**src/rtl/serial_sub_ctrl.sv**
```systemverilog
// -----------------------------------------------------------------------------
// serial_sub_ctrl
//
// Bit-serial subtractor controller. It latches two WIDTH-bit operands on an
// accepted start, steps a 1-bit borrow-chained subtract cell across them LSB
// first (one bit per clock), then presents the difference and the final borrow
// and pulses done for one cycle.
//
// The 1-bit cell is two half subtractors plus an OR:
//   hs1 : d1 = a ^ b,   b1 = ~a & b
//   hs2 : d  = d1 ^ br, b2 = ~d1 & br
//   bout = b1 | b2
//
// Ports:
//   clk    : system clock, all state changes on the rising edge
//   rst    : synchronous active-high reset, priority over all other inputs
//   start  : operation request, only looked at while idle
//   a, b   : minuend / subtrahend, captured when start is accepted
//   busy   : high while bits are being processed
//   done   : one-cycle pulse, sub/borrow valid
//   sub    : (a - b) mod 2^WIDTH, held until the next op completes or reset
//   borrow : 1 iff a < b (unsigned), held like sub
//
// Timing for an op accepted at edge E0: busy is high for the WIDTH cycles
// after E0, done is high in the cycle after edge E_WIDTH, and the next start
// can be accepted at E0+WIDTH+2.
// -----------------------------------------------------------------------------
module serial_sub_ctrl #(
  parameter int WIDTH = 8
) (
  input  logic             clk,
  input  logic             rst,
  input  logic             start,
  input  logic [WIDTH-1:0] a,
  input  logic [WIDTH-1:0] b,
  output logic             busy,
  output logic             done,
  output logic [WIDTH-1:0] sub,
  output logic             borrow
);

  // One extra counter bit so the index never wraps, even at WIDTH=32.
  localparam int CW = $clog2(WIDTH) + 1;

  typedef enum logic [1:0] {
    S_IDLE = 2'd0,
    S_RUN  = 2'd1,
    S_DONE = 2'd2
  } state_t;

  state_t           state_reg, state_next;
  logic [WIDTH-1:0] a_reg, a_next;
  logic [WIDTH-1:0] b_reg, b_next;
  logic [WIDTH-1:0] sr_reg, sr_next;
  logic [WIDTH-1:0] sub_reg, sub_next;
  logic [CW-1:0]    cnt_reg, cnt_next;
  logic             br_reg, br_next;
  logic             borrow_reg, borrow_next;

  // ---------------------------------------------------------------------------
  // 1-bit subtract cell. The operand registers shift right while running, so
  // the bit under process is always bit 0.
  // ---------------------------------------------------------------------------
  logic cell_a, cell_b;
  logic hs1_d, hs1_b;
  logic hs2_d, hs2_b;
  logic cell_d, cell_bout;

  assign cell_a    = a_reg[0];
  assign cell_b    = b_reg[0];
  assign hs1_d     = cell_a ^ cell_b;
  assign hs1_b     = ~cell_a & cell_b;
  assign hs2_d     = hs1_d ^ br_reg;
  assign hs2_b     = ~hs1_d & br_reg;
  assign cell_d    = hs2_d;
  assign cell_bout = hs1_b | hs2_b;

  // ---------------------------------------------------------------------------
  // Result shift register: each new difference bit enters at the MSB and the
  // rest move down. After WIDTH shifts the first (LSB) bit has reached bit 0,
  // so the register holds the difference in natural order. Built per bit so
  // WIDTH=1 needs no special-case slicing.
  // ---------------------------------------------------------------------------
  logic [WIDTH-1:0] sr_shift;

  genvar gi;
  generate
    for (gi = 0; gi < WIDTH; gi++) begin : g_shift
      if (gi == WIDTH - 1) begin : g_top
        assign sr_shift[gi] = cell_d;
      end else begin : g_mid
        assign sr_shift[gi] = sr_reg[gi+1];
      end
    end
  endgenerate

  logic last_bit;
  assign last_bit = (cnt_reg == CW'(WIDTH - 1));

  // ---------------------------------------------------------------------------
  // Next-state and datapath update
  // ---------------------------------------------------------------------------
  always_comb begin
    state_next  = state_reg;
    a_next      = a_reg;
    b_next      = b_reg;
    sr_next     = sr_reg;
    cnt_next    = cnt_reg;
    br_next     = br_reg;
    sub_next    = sub_reg;
    borrow_next = borrow_reg;

    case (state_reg)
      S_IDLE: begin
        if (start) begin
          a_next     = a;
          b_next     = b;
          sr_next    = '0;
          cnt_next   = '0;
          br_next    = 1'b0;
          state_next = S_RUN;
        end
      end

      S_RUN: begin
        // start and the a/b inputs are deliberately not looked at here.
        a_next   = a_reg >> 1;
        b_next   = b_reg >> 1;
        br_next  = cell_bout;
        sr_next  = sr_shift;
        cnt_next = cnt_reg + CW'(1);
        if (last_bit) begin
          // Publish the result on the same edge that computes the last bit;
          // sub/borrow stay untouched for the rest of the op.
          sub_next    = sr_shift;
          borrow_next = cell_bout;
          state_next  = S_DONE;
        end
      end

      S_DONE: begin
        state_next = S_IDLE;
      end

      default: begin
        state_next = S_IDLE;
      end
    endcase
  end

  // ---------------------------------------------------------------------------
  // State register. Reset also clears the held result, so an aborted op
  // leaves sub/borrow at zero rather than at the previous answer.
  // ---------------------------------------------------------------------------
  always_ff @(posedge clk) begin
    if (rst) begin
      state_reg  <= S_IDLE;
      a_reg      <= '0;
      b_reg      <= '0;
      sr_reg     <= '0;
      cnt_reg    <= '0;
      br_reg     <= 1'b0;
      sub_reg    <= '0;
      borrow_reg <= 1'b0;
    end else begin
      state_reg  <= state_next;
      a_reg      <= a_next;
      b_reg      <= b_next;
      sr_reg     <= sr_next;
      cnt_reg    <= cnt_next;
      br_reg     <= br_next;
      sub_reg    <= sub_next;
      borrow_reg <= borrow_next;
    end
  end

  // Outputs come only from registers or state decode.
  assign busy   = (state_reg == S_RUN);
  assign done   = (state_reg == S_DONE);
  assign sub    = sub_reg;
  assign borrow = borrow_reg;

endmodule

```
**config.mk**
```make
export PLATFORM = sky130hd
export DESIGN_NAME = serial_sub_ctrl
export DESIGN_NICKNAME = d
export VERILOG_FILES = /design/src/rtl/serial_sub_ctrl.sv
export SDC_FILE = /design/constraint.sdc
export NUM_CORES = 1
export LEC_CHECK = 0
export CAP_MARGIN = 0
export CORE_MARGIN = 2
export CORE_UTILIZATION = 47
export CTS_CLUSTER_DIAMETER = 200
export DETAILED_ROUTE_END_ITERATION = 10
export PLACE_DENSITY = 0.75
export REMOVE_ABC_BUFFERS = 1
export SLEW_MARGIN = 25
export SYNTH_ARGS = -nofsm -noshare
export SYNTH_HDL_FRONTEND = slang
export SYNTH_SLANG_ARGS = --single-unit
```
**constraint.sdc**
```tcl
create_clock -name clk -period 1.4 [get_ports clk]
set_clock_uncertainty 0.2 [all_clocks]
set_input_delay 0.14 -clock clk [delete_from_list [all_inputs] [get_ports clk]]
set_output_delay 0.14 -clock clk [all_outputs]
set_load 0.05 [all_outputs]
```
==> metrics.md <==
| Metric | Value |
|---|---|
| PD cells | ~870 nW/µm² |
| Yosys reg bits | 39 |
| Synth Flop Type | dfxtp_1 |
| Die X | between 60 and 70 µm |
| Avg Inst Size Synth | approximately 8.3 µm² |
| Initial Util | 0.490 |
| Post-Syn Area | around 1800 µm² |
| Synth warnings | 0 |
| Total power | 2.37 mW |
| Syn-to-layout area delta | 52.0% |
| Initial antenna violation count | 0 |
| Layout cells sized above 1 | 0.392 |
| Req. time, crit path | 1.06 ns |
| Post-route clock period utilization | 1.02 |
| Clk_lat worst skew | 0.29 ns |
| Tmin final | between 1 and 1.5 ns |
| CTS Sinks | 39 |
| CTS tree | done |
| Mapped Cells | 217 |
| Sequential Area | 792 µm² |
| Design area | 2730 µm² |
| Headroom to the max-slew limit | 0.829 |
| Critical Path Source Type | flop |
| Nets | approximately 290 |
| Fin util | 0.744 |
| Status | finished, violations left |
| Area of the die | around 4300 µm² |
| Slew @ Worst Pin | 0.255 ns |
| Drt via density | 5.57 |
| Post-synth ARST share | 0 |
| Fmax | ~0.70 GHz |
| Failing checks | negative setup slack |
| CTS Buf Count | 5 |
| Largest net degree at the start of global routing | 26 |
| Worst-path clk slew | roughly 0.070 ns |
| CP endpoint kind | primary output |
| DP Area | 2350 µm² |
| Multi-input logic area | 1040 µm² |
| Final HPWL DP | between 2000 and 3000 µm |
| Clock Tree Root | clkbuf_8 |
| VDD IR max | 686 µV |
| DRT Wirelength | 4820 µm |
| I/O Buffers | 29 |
| Vias in the first global route | approximately 1600 |
| Total of max-cap violations | 0 |
| Crit path kind | reg2out |
| Crit path DAT | ~1.1 ns |
| Pre-CTS setup slack | -0.317 ns |
| GRT overflow | 0 |
| Post-DR wirelength/cell | 15.4 µm |
| Core area | 3660 µm² |
| Wire length of the first global-routing pass | 7460 µm |
| Final setup margin | -0.0341 ns |
| Rows | 22 |
| Drt drc | 0 |
| Ports | 30 |
| Pleak | 1.06 nW |
| Vias | 1742 |
| Max Slew Vio Count | 0 |
| WHS | approximately 0.28 ns |
| DR iter-0 viols | 133 |
| RSZ-0062 raised after global routing | yes |
| Clock buffer depth | 2 |
| Gp weighted congestion | 0.833 |
| EDFF count, synth | 0 |
| Number of distinct library cells after synthesis | 31 |
| ANT cells | 0 |
| FILL cells | between 200 and 250 |
| Overall die height | 65.8 µm |
| Hold Crit Class | reg2reg |
| Crit path max fanout | 3 |
| Count of final hold-check violations | 0 |
| Commonest non-fill, non-tap cell in the layout | nor2_1 |
| # H-tree levels | 2 |
| Post-route ant nets | 0 |
| DRT Pass-1 Iters | 4 |
| Most frequent cells in the layout | 35 x nor2_1, 32 x a21oi_1, 32 x dfxtp_1 |
| Total GRT Usage | 0.225 |
| Final Setup Violations | 9 |
| Sequential-to-total area share from yosys stat | 0.435 |
[synthesized netlist by cell type (4+ instances only)]
master | n | area (µm²)
clkbuf_1 | 7 | 26.3
inv_1 | 14 | 52.6
o221a_2 | 12 | 135
nor2b_1 | 4 | 25.0
a21oi_1 | 38 | 190
a22oi_1 | 8 | 60.1
buf_2 | 10 | 50.1
o31ai_1 | 8 | 60.1
nor2_1 | 35 | 131
nand2_1 | 4 | 15.0
dfxtp_1 | 39 | 781
nand3_1 | 10 | 50.1
[where the power goes]
part	switching [mW]	internal, mW
Clock	0.374	0.386
Combinational	0.192	0.212
Sequential	0.0438	1.16
Total	0.609	1.76
[cell families after synthesis]
| kind of cell | after synthesis | share of synthesized area |
|---|---|---|
| AOI/OAI and AO/OA | 76 | 0.292 |
| and+or+nand+nor | 65 | 0.167 |
| DFF | 39 | 0.435 |
| buffers and inverters | 35 | 0.0865 |
| adders and majority gates | 2 | 0.0181 |
[critical path: stages, from the launching register on]
cell and delay, ns:
dfxtp_2 0.35, nand2b_4 0.15, inv_4 0.05, buf_12 0.12, buf_12 0.13
[metal layers]
layer  up-vias  GRT usage  part of all wire  wire length [µm]
met3         9     0.0565             0.043               209
met5         -          0                 0                 0
met2        45      0.362              0.50              2390
met4         0     0.0651             0.018                87
met1       824      0.298              0.44              2130
li1        864          -                 -                 -
[worst paths after layout]
path | endpoint | start | slack, ns | cells after the start
hold / removal | a_reg[7] | a_reg[7] | 0.28 | 2
hold reg to reg | a_reg[7] | a_reg[7] | 0.28 | 2
setup reg to reg | sub[2] | cnt_reg[0] | -0.03 | 5
setup / recovery | busy | state_reg[1] | -0.03 | 4
[area by class of cell]
type,instances,share of cell area
sequential,39,0.291
inverter,15,0.0216
clock buffer,6,0.0303
tap,48,0.0220
multi-input combinational,143,0.383
clock inverter,1,0.00184
timing repair buffer,61,0.251
[stage by stage]
step,setup TNS (ns),instances
3_5_place_dp,-7.87,299
5_1_grt,-0.895,313
6_report,-0.119,313
3_3_place_gp,-7.15,299
4_1_cts,-0.0357,313
2_1_floorplan,-27.50,197
[repair_timing]
item	4_1_cts	5_1_grt
pin swaps	3	12
endpoints found under the hold margin	0	0
resized for setup	34	24
setup endpoints to repair	34	29
hold buffers	0	0
setup buffers	8	0
Power figures use the tool's default switching activity.
